$ cat config.mk
export PLATFORM = sky130hd
export DESIGN_NAME = fifo_sync_param
export DESIGN_NICKNAME = d
export VERILOG_FILES = /design/src/rtl/fifo_pkg.sv /design/src/rtl/fifo_ram.sv /design/src/rtl/fifo_sync_param.sv
export SDC_FILE = /design/constraint.sdc
export NUM_CORES = 1
export LEC_CHECK = 0
export BUFFER_PORTS_ARGS = -buffer_cell sky130_fd_sc_hd__buf_2
export CORE_UTILIZATION = 58
export DETAILED_ROUTE_END_ITERATION = 7
export PLACE_DENSITY = 0.84
export SYNTH_ARGS = -nofsm -noshare
export SYNTH_HDL_FRONTEND = slang
export SYNTH_SLANG_ARGS = --single-unit
$ cat constraint.sdc
create_clock -name clk -period 6.51 [get_ports clk]
set_clock_uncertainty 0.1 [all_clocks]
set_input_delay 0.651 -clock clk [delete_from_list [all_inputs] [get_ports clk]]
set_output_delay 0.651 -clock clk [all_outputs]
set_load 0.005 [all_outputs]
$ cat src/rtl/fifo_pkg.sv
// Shared helpers for the parametrised synchronous FIFO: address/count sizing
// and the status bundle layout used by downstream monitors.
package fifo_pkg;

   function automatic int clog2(input int n);
      int r;
      r = 0;
      for (int i = 0; i < 31; i++)
         if ((1 << i) < n) r = i + 1;
      return r;
   endfunction

   // Status bundle, MSB first: {full, empty, almost_full, almost_empty, overflow, underflow}
   typedef logic [5:0] fifo_status_t;
   localparam int ST_FULL  = 5;
   localparam int ST_EMPTY = 4;
   localparam int ST_AFULL = 3;
   localparam int ST_AEMPT = 2;
   localparam int ST_OVF   = 1;
   localparam int ST_UNF   = 0;

endpackage

$ cat src/rtl/fifo_ram.sv
// Simple dual-port storage for the FIFO: synchronous write, read either
// registered (1-cycle latency, enable-held) or asynchronous when FWFT=1.
module fifo_ram #(
   parameter int DATA_W = 8,
   parameter int ADDR_W = 3,
   parameter bit FWFT   = 1'b0
) (
   input  logic              clk,
   input  logic              rst_n,
   input  logic              we,
   input  logic [ADDR_W-1:0] waddr,
   input  logic [DATA_W-1:0] wdata,
   input  logic              re,
   input  logic [ADDR_W-1:0] raddr,
   output logic [DATA_W-1:0] rdata
);

   logic [DATA_W-1:0] mem [1<<ADDR_W];

   // Contents are deliberately not reset.
   always_ff @(posedge clk)
      if (we) mem[waddr] <= wdata;

   generate
      if (FWFT) begin : g_async
         logic unused_rd;
         assign unused_rd = rst_n ^ re;
         assign rdata = mem[raddr];
      end else begin : g_reg
         always_ff @(posedge clk or negedge rst_n)
            if (!rst_n)  rdata <= '0;
            else if (re) rdata <= mem[raddr];
      end
   endgenerate

endmodule

$ cat src/rtl/fifo_sync_param.sv
// Parametrised single-clock FIFO with count, thresholds, sticky errors and flush.
// Define FIFO_FWFT_EN for first-word-fall-through; otherwise data_out has 1-cycle latency.
module fifo_sync_param
   import fifo_pkg::*;
#(
   parameter int DATA_W   = 8,
   parameter int DEPTH    = 8,
   parameter int AF_LEVEL = DEPTH - 1,
   parameter int AE_LEVEL = 1
) (
   input  logic                  clk,
   input  logic                  rst_n,
   input  logic                  wr,
   input  logic [DATA_W-1:0]     data_in,
   input  logic                  rd,
   output logic [DATA_W-1:0]     data_out,
   input  logic                  flush,
   input  logic                  clr_err,
   output logic                  full,
   output logic                  empty,
   output logic                  almost_full,
   output logic                  almost_empty,
   output logic [clog2(DEPTH):0] count,
   output logic                  overflow,
   output logic                  underflow
);

   localparam int ADDR_W = clog2(DEPTH);
   localparam int CNT_W  = ADDR_W + 1;
`ifdef FIFO_FWFT_EN
   localparam bit FWFT = 1'b1;
`else
   localparam bit FWFT = 1'b0;
`endif

   logic [ADDR_W:0]  wr_ptr, rd_ptr;
   logic             wr_acc, rd_acc, ovf_set, unf_set;
   logic [CNT_W-1:0] cnt_nxt;

   // flush swallows wr/rd in its cycle, so neither can raise an error there.
   always_comb begin
      rd_acc  = rd & ~empty & ~flush;
      wr_acc  = wr & (~full | rd_acc) & ~flush;
      ovf_set = wr & ~wr_acc & ~flush;
      unf_set = rd & empty & ~flush;
      cnt_nxt = count;
      if (flush)                 cnt_nxt = '0;
      else if (wr_acc & ~rd_acc) cnt_nxt = count + 1'b1;
      else if (rd_acc & ~wr_acc) cnt_nxt = count - 1'b1;
   end

   always_ff @(posedge clk or negedge rst_n) begin
      if (!rst_n) begin
         wr_ptr       <= '0;
         rd_ptr       <= '0;
         count        <= '0;
         full         <= 1'b0;
         empty        <= 1'b1;
         almost_full  <= (AF_LEVEL == 0);
         almost_empty <= 1'b1;
         overflow     <= 1'b0;
         underflow    <= 1'b0;
      end else begin
         if (flush) begin
            wr_ptr <= '0;
            rd_ptr <= '0;
         end else begin
            if (wr_acc) wr_ptr <= wr_ptr + 1'b1;
            if (rd_acc) rd_ptr <= rd_ptr + 1'b1;
         end
         count        <= cnt_nxt;
         full         <= (cnt_nxt == CNT_W'(DEPTH));
         empty        <= (cnt_nxt == '0);
         almost_full  <= (cnt_nxt >= CNT_W'(AF_LEVEL));
         almost_empty <= (cnt_nxt <= CNT_W'(AE_LEVEL));
         // A new error in the same cycle as clr_err wins.
         overflow     <= ovf_set | (overflow & ~clr_err);
         underflow    <= unf_set | (underflow & ~clr_err);
      end
   end

   fifo_ram #(
      .DATA_W (DATA_W),
      .ADDR_W (ADDR_W),
      .FWFT   (FWFT)
   ) u_ram (
      .clk   (clk),
      .rst_n (rst_n),
      .we    (wr_acc),
      .waddr (wr_ptr[ADDR_W-1:0]),
      .wdata (data_in),
      .re    (rd_acc),
      .raddr (rd_ptr[ADDR_W-1:0]),
      .rdata (data_out)
   );

endmodule

==> results.yml, run 1 <==
status:
  status: "completed"
setup_path:
  path_cells: "buf_2 -> nor3b_2 -> o21ai_1 -> or3_1 -> nor3_1"
  cp_max_fo: 18
  path_class: "input port to register"
  critPathArrivalTime_ns: 3.26
  reg2regPathDepth: 4
  critPathTopFamily: "simple AND/OR/NAND/NOR gates"
  crit_required_ns: 6.39
  crit_slowest_cell: "nor3_1"
  critPathBufInv: 1
  cp_num_cells: 5
  cp-end-kind: "register"
  cpPeakStageDelay_ns: 0.88
  start_kind: "input port"
global_route:
  grt_pass1_vias: 1923
  overflow: 0
  antenna_found_initial: 0
  grt_start_max_net_pins: 25
  grt_pass1_wl_mm: 11.1
  grt_usage_pct: 25.0
cts:
  cts_tree: "yes"
  cts-root-buf: "clkbuf_8"
  clk-insertion-delay-late_ns: 0.36
  postCtsSetupBuffers: 0
  cts_buffers: 9
  cts.sinks: 88
  clock_path_buffers: 2
  cts_hold_buf: 0
  htreeDepth: 3
  clk_pin_slew_ns: 0.10
  cts.repair.resized: 0
cells_and_area:
  multi_input_area_mm2: 0.00101
  register_area_mm2: 0.00252
  drive_above_1_share_pct: 28.2
  fillerInstances: 415
  areaGrowthSynthToFinish_pct: 11.0
  diodes: 0
  nNetsFinal: 268
  stdcell_area_mm2: 0.00401
synthesis:
  yosysTopAreaCellShare_pct: 53.2
  synth.most_common_cell: "edfxtp_1"
  synth-main-ff-cell: "edfxtp_1"
  synth_nets: 236
  synth.distinct_cells: 41
  synth_area_leaders: "edfxtp_1 53%, dfrtp_1 15%, mux4_2 10%"
  ys_seq_elements: 88
  synth_cells: 218
  async_reset_ff_share_pct: 27.3
  syn_area_mm2: 0.00361
  syn_avg_cell_area_um2: 16.6
  synth-edff-count: 64
  seq_area_frac_synth_pct: 69.9
  synthTopCellsByCount: "64 x edfxtp_1, 22 x dfrtp_1, 22 x nor2_1"
  synth_warnings: 0
  synth_top_cell_by_area: "edfxtp_1"
sta:
  slew_violations: 0
  worst_pin_slew_ns: 1.11
  fmax_mhz: 296
  rsz0062_at_grt: "no"
  period_needed_ns: 3.38
  final-hold-violation-count: 0
  final-setup-viol-count: 0
  period_share_pct: 51.9
  relSlewSlack_pct: 25.7
  setup-tns-final_ns: 0
drt:
  ant_nets: 0
  vias: 2028
  avgRoutedWirePerCell_um: 21.6
  drc: 0
  firstDrtPassIters: 4
  first_iter_violations: 320
  avgViaCountPerCell: 6.15
  wirelength_mm: 7.14
placement:
  globalplace.congestion: 0.854
  place_area_mm2: 0.00381
  io_buffer_count: 31
  hpwl_mm: 5.01
run:
  maxCapViolCount: 0
pwr:
  ir_drop_mv: 0.166
  total_power_uw: 1310
  p_leak_uw: 0.00141
  p_per_area_mw_per_mm2: 326
floorplan:
  fp.coreArea_mm2: 0.00596
  num_rows: 28
  ioPinCount: 32
  dieWidth_um: 80.9
  dieArea_mm2: 0.00655
  die_h_um: 80.9
  initial_core_util_pct: 60.7
min_path:
  hold_class: "input port to async pin"
[metrics by stage]
stage / utilization, % / setup WS (ns) / hold slack, ns / std cells
after global routing: 67.3 / 2.87 / 0.201 / 330
after floorplan: - / 3.77 / 0.255 / 218
after CTS: 67.3 / 3.18 / 0.169 / 330
after global placement: 64.0 / 2.89 / 0.414 / 314
final: 67.3 / 3.13 / 0.156 / 330
after detailed placement: 64.0 / 2.83 / 0.419 / 314
[logic make-up after synthesis]
| family | after synthesis | synth area share (%) |
|---|---|---|
| DFF | 88 | 69.9 |
| buffers and inverters | 16 | 2.04 |
| and+or+nand+nor | 55 | 8.11 |
| muxes | 26 | 12.7 |
| AOI/OAI and AO/OA | 24 | 4.61 |
| adders and majority gates | 4 | 1.39 |
| xor gates and xnor gates | 5 | 1.21 |
[layout by cell type (no fill, tap or decap), types with 2 or more instances in the layout]
| cell | n |
|---|---|
| xnor2_1 | 3 |
| ha_1 | 4 |
| nand2_1 | 11 |
| nand2b_1 | 5 |
| a211oi_1 | 2 |
| dfstp_2 | 2 |
| inv_1 | 6 |
| nor3_1 | 6 |
| o22ai_1 | 2 |
| buf_2 | 31 |
| clkinv_4 | 2 |
| mux4_2 | 16 |
| xor2_1 | 2 |
| inv_8 | 3 |
| edfxtp_1 | 64 |
| dfrtp_1 | 22 |
| clkbuf_8 | 9 |
| mux2i_1 | 10 |
| a21oi_1 | 10 |
| nor3b_2 | 2 |
| nor2_1 | 22 |
[state kept, by name, indices dropped and copies added, names as in the netlist]
signal / flops
almost_empty: 1
overflow: 1
underflow: 1
full: 1
count: 4
wr_ptr: 3
rd_ptr: 3
u_ram.rdata: 8
u_ram.mem: 64
almost_full: 1
empty: 1
[power by group]
part,internal (uW),switching [uW],total (uW)
combinational,118,111,229
clock,151,215,366
sequential,654,59.4,713
[routing by layer]
metal	vias up	track usage, %	share of wire [%]
li1	895	-	-
met1	1005	36.9	42
met2	114	33.8	46
met3	14	7.98	9.5
met4	0	11.8	2.3
met5	-	0	0
[worst paths after layout]
| path | startpoint | endpoint | slack, ns |
|---|---|---|---|
| hold reg to reg | underflow | underflow | 0.43 |
| setup reg to reg | empty | u_ram.mem[0][6] | 3.29 |
| max in group asynchronous | rst_n | empty | 5.79 |
| hold / removal | rst_n | u_ram.rdata[6] | 0.16 |
| min in group clk | clr_err | overflow | 0.39 |
| setup / recovery | flush | u_ram.mem[0][6] | 3.13 |
[final cells by class]
type / count / area share (%)
Clock inverter: 7 / 1.87
Timing Repair Buffer: 31 / 3.87
Inverter: 6 / 0.562
Sequential cell: 88 / 63.0
Tap cell: 75 / 2.34
Multi-Input combinational cell: 114 / 25.3
Clock buffer: 9 / 3.09
Note: power is estimated with default switching activity, not from simulation.
==> inputs of run 2 (changes only) <==
--- a/config.mk
+++ b/config.mk
@@ -6,9 +6,9 @@
 export NUM_CORES = 1
 export LEC_CHECK = 0
 export BUFFER_PORTS_ARGS = -buffer_cell sky130_fd_sc_hd__buf_2
-export CORE_UTILIZATION = 58
+export CORE_UTILIZATION = 53
 export DETAILED_ROUTE_END_ITERATION = 7
-export PLACE_DENSITY = 0.84
+export PLACE_DENSITY = 0.81
 export SYNTH_ARGS = -nofsm -noshare
 export SYNTH_HDL_FRONTEND = slang
 export SYNTH_SLANG_ARGS = --single-unit
==> constraint.sdc (replaced) <==
create_clock -name clk -period 3.1 [get_ports clk]
set_clock_uncertainty 0.1 [all_clocks]
set_input_delay 0.31 -clock clk [delete_from_list [all_inputs] [get_ports clk]]
set_output_delay 0.31 -clock clk [all_outputs]
set_load 0.005 [all_outputs]
==> results.yml, run 2 (same netlist as run 1, synthesis figures left out) <==
cells_and_area:
  mostFrequentLayoutCells: "64 x edfxtp_1, 31 x buf_2, 22 x nor2_1, 22 x dfrtp_1, 16 x mux4_2"
  top_regs: "u_ram.mem x64, u_ram.rdata x8, count x4"
  max_flop_register: "u_ram.mem"
  nNetsFinal: 277
  areaGrowthSynthToFinish_pct: 12.2
  largest_reg_flops: 64
  diodes: 0
  final_util_pct: 62.7
  drive_above_1_share_pct: 29.5
  final_common_cell: "edfxtp_1"
cts:
  cts.sinks: 88
  cts-root-buf: "clkbuf_8"
  clk-insertion-delay-late_ns: 0.36
  cts_buffers: 9
  htreeDepth: 3
  postCtsSetupBuffers: 0
  cts_tree: "yes"
  clock_path_buffers: 2
  clk_pin_slew_ns: 0.08
drt:
  ant_nets: 0
  drc: 4
  vias: 1971
  avgViaCountPerCell: 5.78
  avgRoutedWirePerCell_um: 18.3
  wirelength_mm: 6.24
  firstDrtPassIters: 6
  first_iter_violations: 126
setup_path:
  cp_max_fo: 8
  r2r_setup_slack_ns: 0.94
  start_kind: "register"
  reg2reg_from: "empty"
  critPathArrivalTime_ns: 2.04
  crit_required_ns: 2.98
  r2r_end: "u_ram.mem[2][3]"
  cp-end-kind: "register"
  path_class: "register to register"
  reg2regPathDepth: 4
pwr:
  p_int_uw: 1930
  swShare_pct: 27.7
  clock_power_share_pct: 26.0
  ir_drop_mv: 0.424
  p_sw_uw: 738
  pwr-share-comb_pct: 19.4
  seqPwrFrac_pct: 54.6
  p_per_area_mw_per_mm2: 658
  p_leak_uw: 0.00145
floorplan:
  die_h_um: 84.6
  dieArea_mm2: 0.00715
  ioPinCount: 32
  initial_core_util_pct: 55.9
  fp.coreArea_mm2: 0.00646
  dieWidth_um: 84.6
  num_rows: 29
sta:
  period_share_pct: 69.7
  period_needed_ns: 2.16
  worst_pin_slew_ns: 0.738
  final-setup-viol-count: 0
  final-hold-violation-count: 0
  rsz0062_at_grt: "no"
  fmax_mhz: 463
  holdWs_ns: 0.0640
  slew_violations: 0
  relSlewSlack_pct: 50.6
  setup-tns-final_ns: 0
placement:
  io_buffer_count: 31
  globalplace.congestion: 0.830
  hpwl_mm: 4.28
status:
  violations: "DRC"
  status: "finished, violations left"
min_path:
  hold_depth: 2
  holdPathEnd: "overflow"
  hold_class: "input port to register"
  min-delay-start: "clr_err"
global_route:
  grt_pass1_wl_mm: 10.1
  grt_usage_pct: 19.5
  grt_start_max_net_pins: 25
  antenna_found_initial: 0
  overflow: 0
  grt_pass1_vias: 1927
run:
  maxCapViolCount: 0
-- run 2: stage by stage --
step	setup WS (ns)	cell area (um^2)	std cells	total power (uW)
after global placement	0.811	3870	324	1990
after global routing	0.845	4050	341	2810
final	0.940	4050	341	2670
after CTS	0.944	4050	341	2690
after floorplan	0.699	3610	218	1820
after detailed placement	0.767	3870	324	2010
-- run 2: power groups by stage --
stage / combinational (uW) / clock [uW] / sequential (uW)
2_1_floorplan: 346 / 0 / 1470
3_3_place_gp: 511 / 0 / 1480
3_5_place_dp: 520 / 0 / 1490
4_1_cts: 523 / 710 / 1460
5_1_grt: 570 / 766 / 1470
6_report: 518 / 693 / 1460
-- run 2: area by class of cell --
class / count / area [um^2]
multi-input cells: 114 / 1010
inverters: 6 / 22.5
flip-flops and latches: 88 / 2520
clock buffers: 10 / 128
clock inverters: 6 / 42.5
well taps: 77 / 96.3
fillers: 477 / 2410
repair buffers: 40 / 225
-- run 2: routing by layer --
layer | wire length (um) | track usage (%) | up-vias
li1 | - | - | 919
met1 | 2770 | 27.7 | 979
met2 | 3060 | 29.5 | 69
met3 | 361 | 6.10 | 4
met4 | 51 | 5.70 | 0
met5 | 0 | 0 | -
-- run 2: worst max-delay path by stage --
stage	depth (start not counted)	end	slack [ns]	from
3_3_place_gp	5	u_ram.mem[6][5]	0.81	flush
5_1_grt	4	u_ram.mem[2][3]	0.84	empty
6_report	4	u_ram.mem[2][3]	0.94	empty
2_1_floorplan	5	u_ram.mem[0][0]	0.70	flush
4_1_cts	4	u_ram.mem[2][3]	0.94	empty
3_5_place_dp	5	u_ram.mem[2][2]	0.77	flush
-- run 2: critical path: stages, from the launching register on --
cell and delay (ns):
dfstp_2 0.40, nor3b_2 0.18, o21ai_1 0.11, or3_1 0.41, nor2_1 0.59
-- run 2: repair_timing --
item | 4_1_cts | 5_1_grt
gates resized for setup | 0 | 0
endpoints found under the setup margin | 0 | 0
hold endpoints to repair | 22 | 0
hold buffers | 1 | 0
==> inputs of run 3 (changes only) <==
--- a/config.mk
+++ b/config.mk
@@ -5,10 +5,11 @@
 export SDC_FILE = /design/constraint.sdc
 export NUM_CORES = 1
 export LEC_CHECK = 0
+export ABC_AREA = 1
 export BUFFER_PORTS_ARGS = -buffer_cell sky130_fd_sc_hd__buf_2
-export CORE_UTILIZATION = 53
+export CORE_UTILIZATION = 58
 export DETAILED_ROUTE_END_ITERATION = 7
-export PLACE_DENSITY = 0.81
+export PLACE_DENSITY = 0.84
 export SYNTH_ARGS = -nofsm -noshare
 export SYNTH_HDL_FRONTEND = slang
 export SYNTH_SLANG_ARGS = --single-unit
==> constraint.sdc (replaced) <==
create_clock -name clk -period 2.05 [get_ports clk]
set_clock_uncertainty 0.1 [all_clocks]
set_input_delay 0.205 -clock clk [delete_from_list [all_inputs] [get_ports clk]]
set_output_delay 0.205 -clock clk [all_outputs]
set_load 0.005 [all_outputs]
==> results.yml, run 3 <==
min_path:
  hold_class: "input port to register"
  min-delay-start: "rd"
  holdPathEnd: "underflow"
  hold_depth: 3
floorplan:
  fp.coreArea_mm2: 0.00603
  ioPinCount: 32
  initial_core_util_pct: 61.3
  num_rows: 28
  dieWidth_um: 81.8
  dieArea_mm2: 0.00669
  die_h_um: 81.8
sta:
  period_share_pct: 89.6
  relSlewSlack_pct: 61.6
  holdWs_ns: 0.0376
  slew_violations: 0
  period_needed_ns: 1.84
  final-setup-viol-count: 0
  rsz0062_at_grt: "no"
  worst_pin_slew_ns: 0.576
  setup-tns-final_ns: 0
  final-hold-violation-count: 0
  fmax_mhz: 545
synthesis:
  syn_avg_cell_area_um2: 11.3
  synth-main-ff-cell: "edfxtp_1"
  synth.distinct_cells: 29
  seq_area_frac_synth_pct: 68.4
  synth_cells: 328
  synth_warnings: 0
  synth_area_leaders: "edfxtp_1 52%, dfrtp_1 15%, nor2_1 6.3%"
  synth_top_cell_by_area: "edfxtp_1"
  async_reset_ff_share_pct: 27.3
  synth_nets: 346
  yosysTopAreaCellShare_pct: 52.0
  syn_area_mm2: 0.00369
  synth-edff-count: 64
  synthTopCellsByCount: "64 x edfxtp_1, 62 x nor2_1, 45 x o21ai_0"
  ys_seq_elements: 88
  synth.most_common_cell: "edfxtp_1"
setup_path:
  path_class: "register to register"
  reg2reg_from: "empty"
  cp-end-kind: "register"
  critPathArrivalTime_ns: 1.81
  crit_slowest_cell: "dfstp_2"
  cpPeakStageDelay_ns: 0.39
  path_cells: "inv_2 -> nand2_2 -> nor2_2 -> o21ai_1 -> or2_1 -> inv_2 -> nand2_2 -> nor2_1 -> buf_4"
  r2r_end: "u_ram.mem[6][5]"
  r2r_setup_slack_ns: 0.21
  reg2regPathDepth: 9
  cp_max_fo: 8
  crit_required_ns: 2.03
  start_kind: "register"
drt:
  wl_met2_mm: 3.92
  drc: 0
  firstDrtPassIters: 5
  ant_nets: 0
  wl_met1_mm: 3.02
  routed-wl-met3_um: 728
  avgRoutedWirePerCell_um: 17.5
  vias: 2669
  wirelength_mm: 7.94
  first_iter_violations: 359
  routed.top_layer: "met4"
  avgViaCountPerCell: 5.89
global_route:
  overflow: 0
  antenna_found_initial: 0
  grt_start_max_net_pins: 35
  grt_usage_pct: 26.3
  grt_pass1_wl_mm: 12.0
  grt_pass1_vias: 2512
status:
  status: "completed"
cts:
  clk_pin_slew_ns: 0.09
  cts-root-buf: "clkbuf_8"
  clock_path_buffers: 2
  cts.sinks: 88
  cts_tree: "yes"
  htreeDepth: 3
  cts_buffers: 9
  clk-insertion-delay-late_ns: 0.37
cells_and_area:
  diodes: 0
  final_common_cell: "edfxtp_1"
  mostFrequentLayoutCells: "64 x edfxtp_1, 62 x nor2_1, 45 x o21ai_0, 41 x nand2_1, 31 x buf_2"
  top_regs: "u_ram.mem x64, u_ram.rdata x8, count x4"
  largest_reg_flops: 64
  drive_above_1_share_pct: 21.4
  fillerInstances: 425
  max_flop_register: "u_ram.mem"
  nNetsFinal: 391
  final_util_pct: 70.1
  areaGrowthSynthToFinish_pct: 14.4
placement:
  globalplace.congestion: 0.878
  hpwl_mm: 5.13
  io_buffer_count: 31
pwr:
  ir_drop_mv: 0.722
  p_leak_uw: 0.00173
  seqPwrFrac_pct: 51.1
  swShare_pct: 27.9
  clock_power_share_pct: 31.0
  p_int_uw: 3030
  pwr-share-comb_pct: 17.9
  p_sw_uw: 1170
  p_per_area_mw_per_mm2: 994
run:
  maxCapViolCount: 0
run 3: per-stage QoR:
stage	total power (uW)	cell area, um^2	worst slack [ns]	cells
after floorplan	2620	3690	0.146	328
after global placement	2890	3990	0.314	435
after detailed placement	2920	3990	0.277	435
after CTS	4200	4230	0.223	453
after global routing	4380	4230	0.0870	453
final	4200	4230	0.214	453
run 3: logic make-up (layout without fill, tap and decap cells):
kind of cell / after synthesis / count (layout) / share of synthesized area, %
AOI/OAI and AO/OA: 69 / 69 / 10.8
xor gates and xnor gates: 3 / 3 / 0.712
adders and majority gates: 4 / 4 / 1.36
buffers and inverters: 36 / 86 / 4.00
DFF: 88 / 88 / 68.4
and+or+nand+nor: 128 / 128 / 14.8
run 3: worst max-delay path by stage:
stage,endpoint,startpoint,depth (start not counted)
after floorplan,u_ram.mem[0][0],empty,8
after global placement,u_ram.mem[0][3],empty,9
after detailed placement,u_ram.mem[2][3],empty,9
after CTS,u_ram.mem[6][5],empty,9
after global routing,u_ram.mem[6][6],empty,9
final,u_ram.mem[6][5],empty,9
run 3: layer usage:
metal,vias to the layer above,GRT usage [%]
met4,0,16.8
met5,-,0
li1,1218,-
met2,156,42.0
met3,33,5.89
met1,1262,32.5
run 3: area by class of cell:
type | count | area [um^2] | share of cell area [%]
Clock buffer | 10 | 128 | 3.02
Clock inverter | 6 | 92.6 | 2.19
Inverter | 24 | 92.6 | 2.19
Multi-Input combinational cell | 204 | 1020 | 24.2
Sequential cell | 88 | 2520 | 59.8
Tap cell | 75 | 93.8 | 2.22
Timing Repair Buffer | 46 | 273 | 6.46
run 3: power groups by stage:
stage,clock network [uW],logic [uW],registers [uW]
2_1_floorplan,0,427,2190
3_3_place_gp,0,709,2180
3_5_place_dp,0,735,2190
4_1_cts,1310,747,2150
5_1_grt,1380,834,2170
6_report,1300,751,2150
run 3: timing repair:
item,CTS,global route
hold buffers,2,0
hold endpoints to repair,24,0
buffers inserted,0,0
gates resized for setup,0,0
run 3: critical path: cells and delay by family, from the launching register on:
kind            cells  cell delay, ns
compound gates      1            0.08
buf+inv             3            0.32
flops               1            0.39
simple gates        5            0.66
